$ cat config.mk
export PLATFORM = sky130hd
export DESIGN_NAME = mreq_arb
export DESIGN_NICKNAME = d
export VERILOG_FILES = /design/src/rtl/mreq_arb_pkg.sv /design/src/rtl/mreq_arb_rr_pick.sv /design/src/rtl/mreq_arb.sv
export SDC_FILE = /design/constraint.sdc
export NUM_CORES = 1
export LEC_CHECK = 0
export ABC_AREA = 1
export BUFFER_PORTS_ARGS = -buffer_cell sky130_fd_sc_hd__buf_4
export CAP_MARGIN = 40
export CORE_MARGIN = 5
export CORE_UTILIZATION = 28
export CTS_CLUSTER_SIZE = 14
export DETAILED_ROUTE_END_ITERATION = 8
export PLACE_DENSITY = 0.81
export SLEW_MARGIN = 20
export SYNTH_ARGS = -nofsm -noshare
export SYNTH_HDL_FRONTEND = slang
export SYNTH_HIERARCHICAL = 1
export SYNTH_SLANG_ARGS = --single-unit
$ cat constraint.sdc
create_clock -name i_clk -period 1 [get_ports i_clk]
set_input_delay 0.1 -clock i_clk [delete_from_list [all_inputs] [get_ports i_clk]]
set_output_delay 0.1 -clock i_clk [all_outputs]
set_load 0.005 [all_outputs]
$ cat src/rtl/mreq_arb_pkg.sv
// mreq_arb_pkg: shared MREQ width and arbiter state encoding
package mreq_arb_pkg;
  localparam int MREQ_NBIT = 40;
  typedef enum logic {ST_IDLE, ST_BUSY} arb_state_t;
endpackage

$ cat src/rtl/mreq_arb_rr_pick.sv
// rr_pick: combinational round-robin priority encoder, first request after last wins
module rr_pick #(
  parameter int N = 2,
  localparam int W = (N > 1) ? $clog2(N) : 1
) (
  input  logic [N-1:0] req,
  input  logic [W-1:0] last,
  output logic [N-1:0] pick
);
  always_comb begin
    pick = '0;
    for (int i = N; i >= 1; i--)
      if (req[(int'(last) + i) % N]) begin
        pick = '0;
        pick[(int'(last) + i) % N] = 1'b1;
      end
  end
endmodule

$ cat src/rtl/mreq_arb.sv
// mreq_arb: round-robin share of one MREQ executor between NREQ requesters
// Optional MREQ_ARB_GRANT_CNT_EN adds per-port 16-bit completion counters on o_grant_cnt.
module mreq_arb
  import mreq_arb_pkg::*;
#(
  parameter int NREQ = 2
) (
  input  logic                      i_clk,
  input  logic                      i_rst,
  input  logic [NREQ-1:0]           i_req_mreq_valid,
  output logic [NREQ-1:0]           o_req_mreq_ready,
  input  logic [NREQ*MREQ_NBIT-1:0] i_req_mreq,
  input  logic [NREQ-1:0]           i_req_rx_valid,
  input  logic [NREQ*8-1:0]         i_req_rx_data,
  output logic [NREQ-1:0]           o_req_rx_ready,
  output logic [NREQ-1:0]           o_req_tx_valid,
  output logic [7:0]                o_req_tx_data,
  input  logic [NREQ-1:0]           i_req_tx_ready,
  output logic                      o_mreq_valid,
  input  logic                      i_mreq_ready,
  output logic [MREQ_NBIT-1:0]      o_mreq,
  output logic                      o_rx_valid,
  output logic [7:0]                o_rx_data,
  input  logic                      i_rx_ready,
  input  logic                      i_tx_valid,
  input  logic [7:0]                i_tx_data,
  output logic                      o_tx_ready,
  output logic [NREQ-1:0]           o_grant
`ifdef MREQ_ARB_GRANT_CNT_EN
  , output logic [NREQ*16-1:0]      o_grant_cnt
`endif
);
  localparam int IW = (NREQ > 1) ? $clog2(NREQ) : 1;
  arb_state_t state, state_nx;
  logic [NREQ-1:0] grant_nx, pick;
  logic [IW-1:0] last, last_nx, own;
  logic busy, done;
  rr_pick #(.N(NREQ)) u_pick (.req(i_req_mreq_valid), .last(last), .pick(pick));
  always_ff @(posedge i_clk)
    if (i_rst) begin
      state <= ST_IDLE;
      o_grant <= '0;
      last <= IW'(NREQ - 1);
    end else begin
      state <= state_nx;
      o_grant <= grant_nx;
      last <= last_nx;
    end
  always_comb begin
    own = '0;
    for (int i = 0; i < NREQ; i++)
      if (o_grant[i]) own = IW'(i);
  end
  assign busy = state == ST_BUSY;
  assign done = busy & i_mreq_ready;
  // Completion always drops back through idle so a stale valid is never re-accepted.
  always_comb begin
    state_nx = state;
    grant_nx = o_grant;
    last_nx = last;
    if (!busy && |i_req_mreq_valid) begin
      state_nx = ST_BUSY;
      grant_nx = pick;
    end else if (done) begin
      state_nx = ST_IDLE;
      grant_nx = '0;
      last_nx = own;
    end
  end
  assign o_mreq_valid = busy & i_req_mreq_valid[own];
  assign o_mreq = busy ? i_req_mreq[own*MREQ_NBIT +: MREQ_NBIT] : '0;
  assign o_rx_valid = busy & i_req_rx_valid[own];
  assign o_rx_data = busy ? i_req_rx_data[own*8 +: 8] : '0;
  assign o_tx_ready = busy & i_req_tx_ready[own];
  assign o_req_tx_data = busy ? i_tx_data : '0;
  assign o_req_mreq_ready = busy ? o_grant & {NREQ{i_mreq_ready}} : '0;
  assign o_req_rx_ready = busy ? o_grant & {NREQ{i_rx_ready}} : '0;
  assign o_req_tx_valid = busy ? o_grant & {NREQ{i_tx_valid}} : '0;
`ifdef MREQ_ARB_GRANT_CNT_EN
  always_ff @(posedge i_clk)
    if (i_rst) o_grant_cnt <= '0;
    else
      for (int k = 0; k < NREQ; k++)
        if (done && o_grant[k]) o_grant_cnt[k*16 +: 16] <= o_grant_cnt[k*16 +: 16] + 16'd1;
`endif
endmodule

## Word-level counts from Yosys, hierarchy flattened

Cells that the tools add are included.

| storage, ports and cells | value |
|---|---|
| flip-flop bits (word level) | 4 |
| output and inout port bits | 67 |
| input port bits | 115 |
| logic and storage cells | 59 |

| cells by class | value |
|---|---|
| magnitude comparators | 5 |
| multiply operators | 1 |
| bitwise operators | 10 |
| shift operators | 2 |
| mux-type cells | 29 |
| reduce and logical (&&, ||, !) cells | 7 |
| add/sub/neg operators | 2 |

Operator list:

| cell | number |
|---|---|
| 80-bit by 8-bit indexed part select with 40-bit output | 1 |
| 40-bit two-way mux | 1 |
| 1-bit two-way mux | 17 |
| 8-bit two-way mux | 2 |
| 16-bit by 5-bit indexed part select with 8-bit output | 1 |
| 2-bit two-way mux | 7 |
| 2-bit AND | 3 |
| 2-bit by 3-bit less-than comparator with 1-bit output, second input constant | 2 |
| 1-bit AND | 4 |
| 2-bit by 1-bit >= comparator with 1-bit output, second input constant | 2 |
| 1-bit by 3-bit multiplier with 4-bit output, second input constant | 1 |
| 1-bit logical AND | 3 |
| 1-bit adder, second input constant | 2 |
| 1-bit AND, first input constant | 2 |
| 1-bit demux with 1-bit select | 2 |
| 1-bit by 2-bit less-than comparator with 1-bit output, second input constant | 1 |
| 2-bit AND reduction | 1 |
| 2-bit nonzero test | 1 |
| 2-bit OR reduction | 1 |
| 1-bit zero test | 1 |
| 1-bit NOT | 1 |

## Depth between registers and ports, before layout

Gate-level depths: netlist of run 1.

| logic depth | value |
|---|---|
| depth after elaboration | 9 |
| mapped depth | 5 |
| gate-level depth less buffers | 5 |

## By module

The synthesis of run 1 kept the hierarchy.

Modules (own cells, without submodules):

| module | cells each | times used | area each (sq um) | sequential area each (sq um) |
|---|---|---|---|---|
| mreq_arb | 218 | 1 | 1089.8 | 80.1 |
| rr_pick | 5 | 1 | 20.0 | 0.0 |

## Worst setup path before layout of run 1

OpenSTA, ideal clock, no wires.

| path | value |
|---|---|
| path kind | register to output |
| start point | reg o_grant[1] |
| end point | out o_mreq[38] |
| arrival time | 0.788 ns |
| slack | 0.112 ns |
| required time | 0.900 ns |
| cell stages (with the launch flop) | 5 |
| cell sequence | dfxtp_1 > buf_6 > buf_6 > o21ai_0 > nor2_1 |

| between the ends | value |
|---|---|
| word-level cells in the longest chain between the ends | 4 |

Ends and longest elaborated chain:

| element | RTL line | source |
|---|---|---|
| start, declared | mreq_arb.sv:28 | `output logic [NREQ-1:0] o_grant` |
| start signal, assigned | mreq_arb.sv:46 | `o_grant <= grant_nx;` |
| 1-bit two-way mux | mreq_arb.sv:52 | `if (o_grant[i]) own = IW'(i);` |
| 1-bit by 3-bit multiplier with 4-bit output | mreq_arb.sv:71 | `assign o_mreq = busy ? i_req_mreq[own*MREQ_NBIT +: MREQ_NBIT] : '0;` |
| 80-bit by 8-bit indexed part select with 40-bit output | mreq_arb.sv:71 |  |
| 40-bit two-way mux | mreq_arb.sv:71 |  |
| end, declared | mreq_arb.sv:21 | `output logic [MREQ_NBIT-1:0] o_mreq,` |

No other way between the ends.

## Final worst setup path of run 1

| path | value |
|---|---|
| start point | reg o_grant[1] |
| end point | out o_mreq[5] |

Same word-level chain as after synthesis.

==> results_dict.tcl, run 1 <==
set metrics [dict create \
    status "finished with violations" \
    violations "negative setup slack" \
    ios 182 \
    placedCellCount 443 \
    cts_tree "yes" \
    fillers 234 \
    num_rows 22 \
    drt-initial-drc-count 92 \
    critical_path_peak_fanout 8 \
    gp_congestion 0.871 \
    rsz0062_at_grt "true" \
    insertion_delay_ps 220 \
    portBuffers 181 \
    synth_top_cell_by_area "nor2_1" \
    clk_transition_reported_paths_ps 30 \
    finalHoldViolCount 0 \
    syn_inst 223 \
    path_class "reg2out" \
    finalPower_w 0.00203 \
    seqCellArea_um2 85.1 \
    wl_per_cell_um 15.5 \
    die_height_um 73.0 \
    ant_nets 0 \
    routed_via_density 4.77 \
    ys.flop_type "dfxtp_1" \
    setup_ws_ps -315 \
    grt_util_met1_pct 25.2 \
    dieArea_um2 5320 \
    drc_errors 0 \
    initial_core_util_pct 29.6 \
    yosys_warnings 6 \
    dr.pass1.iters 4 \
    maxCapViolCount 0 \
    syn_nets 338 \
    powerDensity_nw_per_um2 631 \
    place_ws_ps -100 \
    num_vias 2197 \
    final_cell_area_um2 3210 \
    place_area_um2 2510 \
    coreArea_um2 3740 \
    cts-root-buf "clkbuf_8" \
    final_cells 461 \
    syn_to_final_growth_pct 189 \
    cts_inserted_buffers 3 \
    fin_skew_ps 1.40 \
    cts-hold-fix-buffers 0 \
    dpl.hpwl_um 4820 \
    diodes 0 \
    grt.overflow.total 0 \
    fin_crit_ps 1320 \
    yosys-top-cells-count "nor2_1 (108), o21ai_0 (52), nand2_1 (15), inv_1 (12), buf_6 (11)" \
    grt.met2_usage_pct 42.8 \
    avgSynthCellArea_um2 4.98 \
    cp.arrival_ps 1220 \
    synth_most_common_cell "nor2_1" \
    ys_ff_latch 4 \
    routed_wl_um 7130 \
    fmax_ghz 0.760 \
    maxSlewHeadroom_pct 84.0 \
    leakagePower_nw 1.70 \
    multiInputGateArea_um2 1110 \
    grt_pass1_wl_um 9540 \
    numClockSinks 4 \
    tns_ps -17580 \
    grt_max_degree 31 \
    synth_edf_count 0 \
    grt_util_met3_pct 4.27 \
    finalCritPeriodShare_pct 132 \
    ir_drop_uv 573 \
    synth_area_leaders "nor2_1 (37%), o21ai_0 (23%), buf_6 (11%)" \
    htree_levels 1 \
    antenna_found_initial 0 \
    end_kind "output port" \
    yosysUniqueCellTypes 17 \
    required_ps 900 \
    grt_busiest_layer "met2" \
    die_w_um 73.0 \
    report.final.slew_viol_count 0 \
    synthArstFlopShare_pct 0 \
    setup_viol 70 \
    drive_gt1_share_pct 70.7 \
    tightest_slew_ps 238 \
    yosysTopAreaCellShare_pct 36.5 \
    nNetsFinal 530 \
    grt_usage_pct 22.4 \
    clock_path_buffers 2 \
    synth_seq_area_share_pct 7.22 \
    synth_area_um2 1110 \
    grt_pass1_vias 1959 \
    cp-start-kind "flop" \
    hold_path.class "in2reg" \
]
-- cells by family (layout without fill, tap and decap cells) --
logic type | count (synthesis) | count (layout) | share of synthesized area, %
DFF | 4 | 4 | 7.22
AOI/OAI and AO/OA | 58 | 58 | 26.8
and+or+nand+nor | 128 | 128 | 44.4
buffers and inverters | 33 | 223 | 21.5
-- report_power, final --
group	switching [W]	total [W]	internal (W)
logic	0.000603	0.00148	0.000881
registers	0.0000220	0.000196	0.000174
clock network	0.0000888	0.000346	0.000257
total	0.000714	0.00203	0.00131
-- path summary, 6_finish.rpt --
kind / from / to / slack (ps) / depth (start not counted)
worst min register to register: o_grant[0]$_SDFFE_PP0P_ / o_grant[0]$_SDFFE_PP0P_ / 510 / 2
worst min-delay path: i_rst / busy$_SDFFE_PP0P_ / 70 / 2
worst max-delay path: o_grant[1]$_SDFFE_PP0P_ / o_mreq[5] / -320 / 6
worst max register to register: busy$_SDFFE_PP0P_ / o_grant[1]$_SDFFE_PP0P_ / -170 / 7
-- what timing repair did --
item	4_1_cts	5_1_grt
setup buffers	4	5
pin swaps	13	29
resized for setup	96	58
setup endpoints to repair	69	70
cloned	5	1
-- area by class of cell --
cell class | instances | share of cell area [%]
Tap cell | 48 | 1.87
Multi-Input combinational cell | 186 | 34.7
Sequential cell | 4 | 2.65
Clock buffer | 3 | 1.29
Inverter | 14 | 2.22
Timing Repair Buffer | 206 | 57.3
-- state kept, by name (all words and copies together), names as in the netlist --
name     flops
busy         1
last         1
o_grant      2
-- placed cells by master (no fill, tap or decap), types with 5 or more instances in the layout --
master / n
inv_2: 8
buf_4: 177
nand2_4: 10
buf_12: 10
buf_16: 5
o21ai_0: 24
buf_6: 13
nor2_1: 61
o21ai_2: 5
nor2_4: 17
nor2_2: 30
o21ai_1: 23
-- routing by layer --
layer  part of all wire [%]  vias up  routed length, µm
li1                       -     1087                  -
met1                     35      989               2500
met2                     55      107               3940
met3                    7.6       14                545
met4                    2.0        0                144
met5                      0        -                  0
-- critical path, cell delays in order (launching register included) --
cell and delay (ps):
dfxtp_2 350, buf_12 150, inv_16 50, buf_12 150, nor2_4 110, nor2_2 50
buf_4 130
-- stage by stage --
| stage | util, % | hold slack (ps) |
|---|---|---|
| 4_1_cts | 78.8 | 54.0 |
| 6_report | 85.7 | 74.7 |
| 3_3_place_gp | 67.1 | 283 |
| 3_5_place_dp | 67.1 | 282 |
| 5_1_grt | 85.7 | 81.4 |
| 2_1_floorplan | - | 162 |
(Power assumes the default switching activity.)
==> run 2, diff against run 1 <==
--- a/config.mk
+++ b/config.mk
@@ -12,6 +12,7 @@
 export CORE_UTILIZATION = 28
 export CTS_CLUSTER_SIZE = 14
 export DETAILED_ROUTE_END_ITERATION = 8
+export GPL_TIMING_DRIVEN = 0
 export PLACE_DENSITY = 0.81
 export SLEW_MARGIN = 20
 export SYNTH_ARGS = -nofsm -noshare
==> results_dict.tcl, run 2 (synthesized netlist as in run 1, its figures left out) <==
set metrics [dict create \
    report.final.slew_viol_count 0 \
    largest_reg_flops 2 \
    critPathBufInv 3 \
    whs_ps 81.8 \
    setup_ws_ps -299 \
    clock_path_buffers 2 \
    dr.pass1.iters 4 \
    final_common_cell "buf_4" \
    r2r_end "o_grant[0]$_SDFFE_PP0P_" \
    routed_via_density 4.55 \
    grt_max_degree 11 \
    rsz0062_at_grt "true" \
    required_ps 900 \
    powerDensity_nw_per_um2 629 \
    power.switching_w 0.000606 \
    syn_to_final_growth_pct 156 \
    finalHoldViolCount 0 \
    cts-hold-fix-buffers 0 \
    path_class "reg2out" \
    ios 182 \
    critPathSlowestCell "dfxtp_2" \
    cp_num_cells 5 \
    grt.overflow.total 0 \
    dpl.hpwl_um 5060 \
    path_cells "buf_8 > buf_6 > nand2_1 > nor2_1 > buf_4" \
    ff2ff_path_depth 6 \
    initial_core_util_pct 29.6 \
    comb_power_share_pct 70.1 \
    coreArea_um2 3740 \
    grt_pass1_wl_um 9320 \
    nNetsFinal 531 \
    final_cells 462 \
    die_w_um 73.0 \
    ir_drop_uv 759 \
    leakagePower_nw 1.63 \
    critical_path_peak_fanout 10 \
    slowest_delay_ps 330 \
    wl_per_cell_um 14.1 \
    antenna_found_initial 0 \
    diodes 0 \
    tns_ps -15400 \
    cts_inserted_buffers 3 \
    cp.arrival_ps 1200 \
    fmax_ghz 0.770 \
    maxSlewHeadroom_pct 85.5 \
    worstHoldStart "i_rst" \
    cp-start-kind "flop" \
    place_ws_ps -130 \
    swShare_pct 33.9 \
    hold_path.class "in2reg" \
    cts_tree "yes" \
    finalCritPeriodShare_pct 130 \
    end_kind "output port" \
    die_height_um 73.0 \
    cp-startpoint "o_grant[1]$_SDFFE_PP0P_" \
    fin_util_pct 75.9 \
    setup_viol 66 \
    fillers 308 \
    placedCellCount 452 \
    drive_gt1_share_pct 61.4 \
    gp_congestion 0.831 \
    largest_register "o_grant" \
    num_rows 22 \
    seqPwrFrac_pct 10.6 \
    numClockSinks 4 \
    status "finished with violations" \
    power.internal_w 0.00118 \
    drt-initial-drc-count 91 \
    reg2reg_from "busy$_SDFFE_PP0P_" \
    clock_power_share_pct 19.3 \
    maxCapViolCount 0 \
    violations "negative setup slack" \
    cts-root-buf "clkbuf_8" \
    fin_skew_ps 4.63 \
    num_vias 2104 \
    clk_transition_reported_paths_ps 30 \
    fin_crit_ps 1300 \
    mostFrequentLayoutCells "buf_4 (179), nor2_1 (97), o21ai_1 (25)" \
    dieArea_um2 5320 \
    tightest_slew_ps 217 \
    reg2reg_slack_ps 0 \
    crit_path_end "o_req_rx_ready[1]" \
    drc_errors 0 \
    insertion_delay_ps 220 \
    critPathTopFamily "buffers and inverters" \
    routed_wl_um 6520 \
    portBuffers 181 \
    htree_levels 1 \
    ant_nets 0 \
    grt_usage_pct 21.5 \
    grt_pass1_vias 1983 \
]
==> run 2: cell count changes in the layout (fill, tap and decap cells not counted), sizes merged <==
cell    before  now
clkbuf       4    3
buf        205  207
==> run 2: per-layer routing <==
layer	track usage, %	part of all wire (%)	up-vias
met2	41.3	55	91
met3	4.41	7.9	10
met4	4.92	1.4	0
met5	0	0	-
met1	23.8	36	917
li1	-	-	1086
==> run 2: area by class of cell <==
cell class              count  area (µm²)  area share, %
multi-input cells         186         918           32.3
plain buffers              19         210           7.39
flip-flops and latches      4        82.6           2.90
inverters                  14        62.6           2.20
repair buffers            188        1470           51.6
well taps                  48        60.1           2.11
clock buffers               3        41.3           1.45
==> run 2: through the flow <==
step	power [W]	cell area [µm²]
finish	0.00179	2840
global route	0.00191	2840
CTS	0.00171	2720
detailed placement	0.00125	2530
global placement	0.00124	2530
floorplan	0.000569	1110
==> run 2: power by group through the flow <==
stage / sequential, W / combinational, W / clock [W]
CTS: 0.000187 / 0.00117 / 0.000346
finish: 0.000190 / 0.00125 / 0.000345
global route: 0.000191 / 0.00136 / 0.000359
floorplan: 0.000182 / 0.000387 / 0
global placement: 0.000183 / 0.00105 / 0
detailed placement: 0.000184 / 0.00107 / 0
==> run 2: worst min path at each step <==
stage / end / cells after the start
floorplan: o_grant[1]$_SDFFE_PP0P_ / 1
global placement: o_grant[1]$_SDFFE_PP0P_ / 2
detailed placement: o_grant[1]$_SDFFE_PP0P_ / 2
CTS: o_grant[1]$_SDFFE_PP0P_ / 2
global route: o_grant[1]$_SDFFE_PP0P_ / 2
finish: o_grant[1]$_SDFFE_PP0P_ / 2
==> run 2: what timing repair did <==
action	in CTS	in global routing
pin swaps	8	7
resized for setup	73	31
setup buffers	2	4
endpoints found under the setup margin	65	68
gates cloned	2	0
==> run 2: worst reg2reg max path, cell delays in order (launching register included) <==
cell and delay [ps]:
dfxtp_2 340, buf_6 130, buf_6 110, inv_4 40
o21ai_4 60, nand3_2 110, a21oi_2 160
==> run 3, diff against run 2 <==
--- a/config.mk
+++ b/config.mk
@@ -9,11 +9,12 @@
 export BUFFER_PORTS_ARGS = -buffer_cell sky130_fd_sc_hd__buf_4
 export CAP_MARGIN = 40
 export CORE_MARGIN = 5
-export CORE_UTILIZATION = 28
+export CORE_UTILIZATION = 29
+export CTS_BUF_LIST = sky130_fd_sc_hd__clkbuf_2 sky130_fd_sc_hd__clkbuf_4 sky130_fd_sc_hd__clkbuf_8
 export CTS_CLUSTER_SIZE = 14
 export DETAILED_ROUTE_END_ITERATION = 8
 export GPL_TIMING_DRIVEN = 0
-export PLACE_DENSITY = 0.81
+export PLACE_DENSITY = 0.87
 export SLEW_MARGIN = 20
 export SYNTH_ARGS = -nofsm -noshare
 export SYNTH_HDL_FRONTEND = slang
==> results_dict.tcl, run 3 (synthesized netlist as in run 1, its figures left out) <==
set metrics [dict create \
    tightest_slew_ps 295 \
    diodes 0 \
    clock_power_share_pct 17.7 \
    worstHoldStart "i_rst" \
    multiInputGateArea_um2 1070 \
    mostFrequentLayoutCells "buf_4 (178), nor2_1 (66), nor2_2 (28)" \
    cts-hold-fix-buffers 0 \
    num_vias 2297 \
    fin_skew_ps 5.99 \
    tns_ps -17430 \
    power.internal_w 0.00127 \
    hold_path.class "in2reg" \
    comb_power_share_pct 72.6 \
    drc_errors 0 \
    ff2ff_path_depth 7 \
    clk_transition_reported_paths_ps 30 \
    insertion_delay_ps 220 \
    r2r_end "o_grant[1]$_SDFFE_PP0P_" \
    slowest_delay_ps 320 \
    final_common_cell "buf_4" \
    cp.arrival_ps 1250 \
    whs_ps 69.5 \
    numClockSinks 4 \
    setup_ws_ps -354 \
    fillers 224 \
    min_path_cells 2 \
    reg2reg_slack_ps -100 \
    critPathSlowestCell "dfxtp_2" \
    num_rows 22 \
    htree_levels 1 \
    setup_viol 69 \
    cts_tree "yes" \
    ios 182 \
    cp-startpoint "o_grant[1]$_SDFFE_PP0P_" \
    path_class "reg2out" \
    antenna_found_initial 0 \
    coreArea_um2 3690 \
    swShare_pct 35.9 \
    clock_path_buffers 2 \
    cts_inserted_buffers 3 \
    ir_drop_uv 1180 \
    power.switching_w 0.000712 \
    required_ps 900 \
    leakagePower_nw 1.69 \
    report.final.slew_viol_count 0 \
    seqCellArea_um2 82.6 \
    grt_pass1_vias 1883 \
    rsz0062_at_grt "true" \
    status "finished with violations" \
    die_height_um 71.9 \
    dr.pass1.iters 4 \
    drive_gt1_share_pct 69.0 \
    largest_reg_flops 2 \
    gp_congestion 0.847 \
    end_kind "output port" \
    fin_util_pct 85.5 \
    min_to "o_grant[1]$_SDFFE_PP0P_" \
    grt.overflow.total 0 \
    nNetsFinal 537 \
    die_w_um 71.9 \
    place_ws_ps -91.7 \
    grt_pass1_wl_um 9090 \
    maxSlewHeadroom_pct 80.3 \
    powerDensity_nw_per_um2 629 \
    finalCritPeriodShare_pct 135 \
    grt_usage_pct 21.2 \
    drt-initial-drc-count 124 \
    wl_per_cell_um 16.2 \
    path_cells "buf_12 > buf_8 > o21ai_0 > nor2_1 > buf_4" \
    routed_wl_um 7570 \
    dpl.hpwl_um 4880 \
    critical_path_peak_fanout 10 \
    reg2reg_from "busy$_SDFFE_PP0P_" \
    fin_crit_ps 1350 \
    fmax_ghz 0.739 \
    ant_nets 0 \
    grt_max_degree 11 \
    syn_to_final_growth_pct 184 \
    largest_register "o_grant" \
    maxCapViolCount 0 \
    dieArea_um2 5160 \
    routed_via_density 4.91 \
    seqPwrFrac_pct 9.7 \
    initial_core_util_pct 30.1 \
    cts-root-buf "clkbuf_8" \
    portBuffers 181 \
    cp-start-kind "flop" \
    violations "negative setup slack" \
    finalHoldViolCount 0 \
]
## run 3: cell count changes in the layout (fill, tap and decap cells not counted), moves of 2 or more
cell       delta
o21ai_1       +2
nor2_1       -31
buf_6         -5
buf_8         +3
nor2_4       +12
nor2_2       +19
o21ai_0       -2
clkbuf_16     +2
buf_12        +6
## run 3: layout make-up
type / count / share of cell area (%)
buffer: 19 / 8.25
clock buffer: 3 / 1.31
inverter: 14 / 2.14
multi-input combinational: 186 / 33.8
sequential: 4 / 2.62
tap: 48 / 1.90
timing repair buffer: 193 / 49.7
timing repair inverter: 1 / 0.278
## run 3: metrics by stage
stage	total power [W]	instances	area, µm²
5_1_grt	0.00210	468	3160
3_3_place_gp	0.00123	452	2530
6_report	0.00198	468	3160
4_1_cts	0.00169	461	2710
3_5_place_dp	0.00125	452	2530
2_1_floorplan	0.000569	223	1110
## run 3: power groups by stage
stage               sequential, W  clock [W]  combinational [W]
finish                   0.000193   0.000351            0.00144
global route             0.000194   0.000373            0.00153
CTS                      0.000186   0.000342            0.00116
detailed placement       0.000183          0            0.00107
global placement         0.000183          0            0.00105
floorplan                0.000182          0           0.000387
## run 3: timing repair
action                                 4_1_cts  5_1_grt
gates cloned                                 2        3
pin swaps                                    9       20
resized for setup                           52      113
setup endpoints to repair                   65       69
buffers inserted                             4        5
endpoints found under the hold margin        0        0
## run 3: worst max-delay path by stage
stage,end
2_1_floorplan,o_mreq[38]
3_3_place_gp,o_mreq[33]
3_5_place_dp,o_mreq[33]
4_1_cts,o_mreq[5]
5_1_grt,o_rx_valid
6_report,o_rx_valid
## run 3: worst max-delay path, delay by kind of cell, from the launching register on
| kind | cells | cell delay (ps) |
|---|---|---|
| AO/OA/AOI/OAI | 1 | 210 |
| buffers and inverters | 3 | 430 |
| flip-flops | 1 | 320 |
| AND/OR/NAND/NOR | 1 | 80 |
## run 3: metal layers
metal  global-route usage, %  up-vias  wire (µm)
li1                        -     1102          -
met1                    23.9     1050       2520
met2                    41.5      125       4260
met3                    3.65       20        640
met4                    2.92        0        153
met5                       0        -          0
